**config.mk**
```make
export PLATFORM = sky130hd
export DESIGN_NAME = nvram_upload_ctrl
export DESIGN_NICKNAME = d
export VERILOG_FILES = /design/src/rtl/nvram_upload_ctrl_pkg.sv /design/src/rtl/nvram_upload_ctrl_addr_change_det.sv /design/src/rtl/nvram_upload_ctrl.sv
export SDC_FILE = /design/constraint.sdc
export NUM_CORES = 1
export LEC_CHECK = 0
export CELL_PAD_IN_SITES_DETAIL_PLACEMENT = 1
export CELL_PAD_IN_SITES_GLOBAL_PLACEMENT = 1
export CORE_MARGIN = 2
export CORE_UTILIZATION = 40
export CTS_CLUSTER_DIAMETER = 50
export DETAILED_ROUTE_END_ITERATION = 8
export PLACE_DENSITY = 0.91
export SLEW_MARGIN = 0
export SYNTH_ARGS = -nofsm -noshare
export SYNTH_HDL_FRONTEND = slang
export SYNTH_HIERARCHICAL = 1
export SYNTH_SLANG_ARGS = --single-unit
```
**constraint.sdc**
```tcl
create_clock -name clk_sys -period 8.9 [get_ports clk_sys]
set_clock_uncertainty 0.1 [all_clocks]
set_input_delay 1.78 -clock clk_sys [delete_from_list [all_inputs] [get_ports clk_sys]]
set_output_delay 1.78 -clock clk_sys [all_outputs]
set_load 0.03 [all_outputs]
```
**src/rtl/nvram_upload_ctrl_pkg.sv**
```systemverilog
// -----------------------------------------------------------------------------
// nvram_upload_ctrl_pkg
// Shared definitions for the NVRAM upload path:
//   - upl_state_e : uploader fetch states (IDLE/ARB/RD/HOLD)
//   - NVRAM_INDEX : ioctl_index value selecting the NVRAM image, shared with
//                   the cmos_wr download decode in the core top level
//   - IOCTL_AW    : width of the data_io byte address
// -----------------------------------------------------------------------------
package nvram_upload_ctrl_pkg;

    typedef enum logic [1:0] {
        ST_IDLE = 2'd0,   // no fetch pending
        ST_ARB  = 2'd1,   // waiting for the shared CMOS port
        ST_RD   = 2'd2,   // address was driven last cycle, RAM data arriving
        ST_HOLD = 2'd3    // byte latched and presented on ioctl_din
    } upl_state_e;

    localparam logic [7:0] NVRAM_INDEX = 8'hFF;
    localparam int         IOCTL_AW    = 25;

endpackage

```
**src/rtl/nvram_upload_ctrl_addr_change_det.sv**
```systemverilog
// -----------------------------------------------------------------------------
// nvram_upload_ctrl_addr_change_det
// Remembers the address of the byte currently presented to data_io and flags
// when a new fetch is needed (selection just rose, or the requested address
// differs from the presented one). Also reports the falling edge of sel.
// Ports:
//   clk_sys, reset_n : clock, synchronous active-low reset
//   sel              : NVRAM upload selected
//   addr             : current requested address
//   load, load_addr  : update the remembered address
//   change           : new fetch required (only while sel is set)
//   sel_fall         : sel dropped this cycle
// -----------------------------------------------------------------------------
module nvram_upload_ctrl_addr_change_det
    import nvram_upload_ctrl_pkg::*;
#(
    parameter int ADDR_W = IOCTL_AW
) (
    input  logic              clk_sys,
    input  logic              reset_n,
    input  logic              sel,
    input  logic [ADDR_W-1:0] addr,
    input  logic              load,
    input  logic [ADDR_W-1:0] load_addr,
    output logic              change,
    output logic              sel_fall
);

    logic              sel_q, sel_d;
    logic [ADDR_W-1:0] last_addr_q, last_addr_d;

    always_comb begin
        sel_d       = sel;
        last_addr_d = last_addr_q;
        if (load) begin
            last_addr_d = load_addr;
        end
    end

    // last_addr starts all-ones so no real byte address can look "already held"
    always_ff @(posedge clk_sys) begin
        if (!reset_n) begin
            sel_q       <= 1'b0;
            last_addr_q <= '1;
        end else begin
            sel_q       <= sel_d;
            last_addr_q <= last_addr_d;
        end
    end

    assign change   = sel && (!sel_q || (addr != last_addr_q));
    assign sel_fall = sel_q && !sel;

endmodule

```
**src/rtl/nvram_upload_ctrl.sv**
```systemverilog
// -----------------------------------------------------------------------------
// nvram_upload_ctrl
// Serves the CMOS/NVRAM image to data_io during an upload. Fetches the byte
// addressed by ioctl_addr from the shared single-read-port CMOS RAM, holds it
// on ioctl_din, and arbitrates the port against the game CPU with a bounded
// starvation limit.
// Optional feature: define NVRAM_DIRTY_EN to add the nv_dirty output, which
// flags CPU writes since the last complete upload.
// Ports:
//   clk_sys, reset_n        : clock, synchronous active-low reset
//   ioctl_upl/index/addr    : data_io upload request
//   ioctl_din               : byte returned to data_io
//   cpu_req/cpu_addr/cpu_we : game CPU use of the CMOS port
//   cmos_addr, cmos_q       : shared RAM port (read data one cycle later)
//   upl_busy                : fetch in flight (ARB or RD)
//   nv_dirty                : image changed since last save (NVRAM_DIRTY_EN)
// -----------------------------------------------------------------------------
module nvram_upload_ctrl
    import nvram_upload_ctrl_pkg::*;
#(
    parameter int         DEPTH        = 256,
    parameter int         AW           = $clog2(DEPTH),
    parameter logic [7:0] UPL_INDEX    = NVRAM_INDEX,
    parameter int         STARVE_LIMIT = 4
) (
    input  logic                clk_sys,
    input  logic                reset_n,
    input  logic                ioctl_upl,
    input  logic [7:0]          ioctl_index,
    input  logic [IOCTL_AW-1:0] ioctl_addr,
    output logic [7:0]          ioctl_din,
    input  logic                cpu_req,
    input  logic [AW-1:0]       cpu_addr,
    input  logic                cpu_we,
    output logic [AW-1:0]       cmos_addr,
    input  logic [7:0]          cmos_q,
    output logic                upl_busy
`ifdef NVRAM_DIRTY_EN
    ,
    output logic                nv_dirty
`endif
);

    localparam int                  CNT_W   = $clog2(STARVE_LIMIT + 1);
    localparam logic [IOCTL_AW-1:0] DEPTH_A = IOCTL_AW'(DEPTH);
    localparam logic [IOCTL_AW-1:0] LAST_A  = IOCTL_AW'(DEPTH - 1);

    upl_state_e          state_q, state_d;
    logic [7:0]          din_q, din_d;
    logic [CNT_W-1:0]    starve_cnt_q, starve_cnt_d;
    logic [IOCTL_AW-1:0] fetch_addr_q, fetch_addr_d;

    logic                sel, addr_oor, change, sel_fall;
    logic                load, drive;
    logic [IOCTL_AW-1:0] load_addr;

    assign sel      = ioctl_upl && (ioctl_index == UPL_INDEX);
    assign addr_oor = ioctl_addr >= DEPTH_A;

    nvram_upload_ctrl_addr_change_det #(
        .ADDR_W    (IOCTL_AW)
    ) u_addr_change_det (
        .clk_sys   (clk_sys),
        .reset_n   (reset_n),
        .sel       (sel),
        .addr      (ioctl_addr),
        .load      (load),
        .load_addr (load_addr),
        .change    (change),
        .sel_fall  (sel_fall)
    );

    always_comb begin
        state_d      = state_q;
        din_d        = din_q;
        starve_cnt_d = '0;
        fetch_addr_d = fetch_addr_q;
        load         = 1'b0;
        load_addr    = ioctl_addr;
        drive        = 1'b0;
        case (state_q)
            ST_IDLE, ST_HOLD: begin
                if (!sel) begin
                    state_d = ST_IDLE;
                end else if (change) begin
                    if (addr_oor) begin
                        // Out-of-range bytes read as zero without touching RAM
                        state_d = ST_HOLD;
                        din_d   = 8'h00;
                        load    = 1'b1;
                    end else begin
                        state_d = ST_ARB;
                    end
                end
            end
            ST_ARB: begin
                // ioctl_addr is used live here, so a change while waiting
                // simply retargets the fetch and no stale byte is produced
                if (!sel) begin
                    state_d = ST_IDLE;
                end else if (addr_oor) begin
                    state_d = ST_HOLD;
                    din_d   = 8'h00;
                    load    = 1'b1;
                end else if (!cpu_req || (starve_cnt_q == CNT_W'(STARVE_LIMIT))) begin
                    drive        = 1'b1;
                    fetch_addr_d = ioctl_addr;
                    starve_cnt_d = starve_cnt_q;
                    state_d      = ST_RD;
                end else begin
                    starve_cnt_d = starve_cnt_q + CNT_W'(1);
                end
            end
            ST_RD: begin
                // Aborting here leaves the previously presented byte intact
                if (!sel) begin
                    state_d = ST_IDLE;
                end else begin
                    din_d     = cmos_q;
                    load      = 1'b1;
                    load_addr = fetch_addr_q;
                    state_d   = ST_HOLD;
                end
            end
            default: state_d = ST_IDLE;
        endcase
    end

    always_ff @(posedge clk_sys) begin
        if (!reset_n) begin
            state_q      <= ST_IDLE;
            din_q        <= 8'h00;
            starve_cnt_q <= '0;
        end else begin
            state_q      <= state_d;
            din_q        <= din_d;
            starve_cnt_q <= starve_cnt_d;
        end
    end

    // Only read in RD after ARB has written it, so no reset needed
    always_ff @(posedge clk_sys) begin
        fetch_addr_q <= fetch_addr_d;
    end

    assign cmos_addr = drive ? ioctl_addr[AW-1:0] : cpu_addr;
    assign ioctl_din = din_q;
    assign upl_busy  = (state_q == ST_ARB) || (state_q == ST_RD);

`ifdef NVRAM_DIRTY_EN
    logic dirty_q, dirty_d, end_seen_q, end_seen_d, dirty_set;

    always_comb begin
        dirty_set  = cpu_req && cpu_we && (int'(cpu_addr) < DEPTH);
        end_seen_d = end_seen_q;
        dirty_d    = dirty_q;
        // end_seen marks an upload that fetched the last byte of the image
        if (sel_fall) begin
            end_seen_d = 1'b0;
        end else if ((state_q == ST_RD) && sel && (fetch_addr_q == LAST_A)) begin
            end_seen_d = 1'b1;
        end
        if (sel_fall && end_seen_q) begin
            dirty_d = 1'b0;
        end
        // A write in the same cycle as the clear must not be lost
        if (dirty_set) begin
            dirty_d = 1'b1;
        end
    end

    always_ff @(posedge clk_sys) begin
        if (!reset_n) begin
            dirty_q    <= 1'b0;
            end_seen_q <= 1'b0;
        end else begin
            dirty_q    <= dirty_d;
            end_seen_q <= end_seen_d;
        end
    end

    assign nv_dirty = dirty_q;
`else
    logic unused_cpu_we;
    logic unused_sel_fall;
    assign unused_cpu_we   = cpu_we;
    assign unused_sel_fall = sel_fall;
`endif

endmodule

```
==> results.toml <==
[timing]
setup_tns_ns = 0
drv_slew = 0
max-slew-margin-rel_pct = 22.4
holdWs_ns = 0.381
period_needed_ns = 6.62
fmax_ghz = 0.151
hold_viol_final = 0
setup_violations = 0
worst_pin_slew_ns = 1.16
finalCritPeriodShare_pct = 74.4
rsz0062_at_grt = "no"

[detailed_routing]
ant_nets = 0
top_layer = "met4"
vias = 2330
dr_wl_met3_microns = 385
routed_via_density = 5.33
wirelength_mm = 7.84
drc = 0
dr.pass1.iters = 4
drtIter0Drc = 79
wl_met2_mm = 4.11
wl_met1_mm = 3.27
drt-wirelength-per-cell_microns = 17.9

[worst_hold_path]
hp-class = "reg -> reg"

[cts]
cts_buffers = 9
clock_path_buffers = 2
tritoncts = "built"
ctsHoldBuffers = 0
post_cts_buffers = 0
post_cts_resize_count = 0
clk_pin_slew_ns = 0.07
worstSkewPairLatency_ns = 0.34
cts.sinks = 64
clock-root-buffer = "clkbuf_8"
cts_max_level = 3

[power]
leakage_nw = 1.32
peakVddDrop_uv = 90.6
p_per_area_nw_per_um2 = 156

[place]
routabilityCongestion = 0.757
numPortBuffers = 69
placed_area_sq_um = 3830
dp_hpwl_mm = 5.48

[floorplan]
dieWidth_microns = 91.1
io_pins = 71
rows = 31
core-area_sq_um = 7290
die_area_sq_um = 8300
die_y_microns = 91.1
start_util_pct = 41.6

[run]
drv_cap = 0

[synth]
synth_area_per_cell_sq_um = 11.6
syn_nets = 319
syn_inst = 261
syn_area_sq_um = 3040
synth_warnings = 6

[global_route]
grt_antenna_before_repair = 0
first_global_vias = 2600
track_usage_pct = 19.8
grt_pass1_wl_mm = 12.9
grt_overflow = 0
grt_start_max_net_pins = 30

[outcome]
status = "finished clean"

[worst_setup_path]
path_max_fanout = 8
worstSetupEndpointType = "primary output"
crit_arrival_ns = 4.74
start_kind = "primary input"
worstPathRequired_ns = 7.02
path_class = "in -> out"

[layout]
layout-drive-gt1-share_pct = 16.6
fin_nets = 391
area_delta_synth_final_pct = 33.3
finalInstanceArea_sq_um = 4050
diodes = 0
[layout by cell type (no fill, tap or decap), types with 2 or more instances in the layout]
| cell type | n |
|---|---|
| or3_1 | 2 |
| xor2_1 | 17 |
| edfxtp_1 | 25 |
| a21oi_1 | 2 |
| buf_4 | 2 |
| nor4_2 | 2 |
| nor2_1 | 8 |
| nand4_1 | 4 |
| clkdlybuf4s50_1 | 69 |
| nand3_1 | 7 |
| ha_1 | 4 |
| mux2i_1 | 25 |
| a22o_1 | 8 |
| nor4_1 | 8 |
| mux2_2 | 33 |
| clkbuf_8 | 9 |
| inv_1 | 9 |
| xnor2_1 | 10 |
| clkinvlp_4 | 2 |
| nand2_1 | 28 |
| o211ai_1 | 2 |
| dfxtp_1 | 39 |
| bufinv_16 | 2 |
[layer usage]
metal	GRT usage, %	up-vias
li1	-	1091
met5	0	-
met4	7.45	0
met2	36.6	66
met1	22.3	1166
met3	3.90	7
[worst max-delay path: stages]
cell and delay [ns]:
clkdlybuf4s50_1 0.49, nor4_1 0.39, nand3_1 0.34, nor4_4 0.72
mux2_2 0.42, clkdlybuf4s50_1 0.60
[per-stage QoR]
stage	utilization [%]	total power, mW	setup slack, ns	std cells
3_5_place_dp	52.6	0.368	2.21	421
3_3_place_gp	52.6	0.366	2.23	421
6_report	55.5	0.631	2.28	437
2_1_floorplan	-	0.331	3.31	261
4_1_cts	55.5	0.638	2.18	437
5_1_grt	55.5	0.653	2.09	437
[worst paths after layout]
check             slack [ns]                              from      endpoint  cells after the start
hold / removal          0.38                      ioctl_din[5]  ioctl_din[5]                      1
setup / recovery        2.28                    ioctl_addr[10]  cmos_addr[5]                      6
setup reg to reg        6.01  u_addr_change_det/last_addr_q[9]  ioctl_din[6]                      8
hold reg to reg         0.38                      ioctl_din[5]  ioctl_din[5]                      1
[flip-flops by register name, indices dropped and copies added (netlist names)]
register,cells
ioctl_din,8
state_q,2
starve_cnt_q,3
u_addr_change_det/last_addr_q,25
u_addr_change_det/sel_q,1
fetch_addr_q,25
[where the power goes]
part / switching, mW / internal (mW)
Combinational: 0.0243 / 0.0329
Clock: 0.114 / 0.156
Sequential: 0.00000146 / 0.304
Total: 0.138 / 0.493
[layout make-up]
type                       count  area, sq um
fill                         790         3250
sequential                    64         1530
multi-input combinational    178         1440
timing repair buffer          71          706
clock buffer                  10          128
tap                           99          124
clock inverter                 6         83.8
inverter                       9         33.8
(Power assumes the default switching activity.)
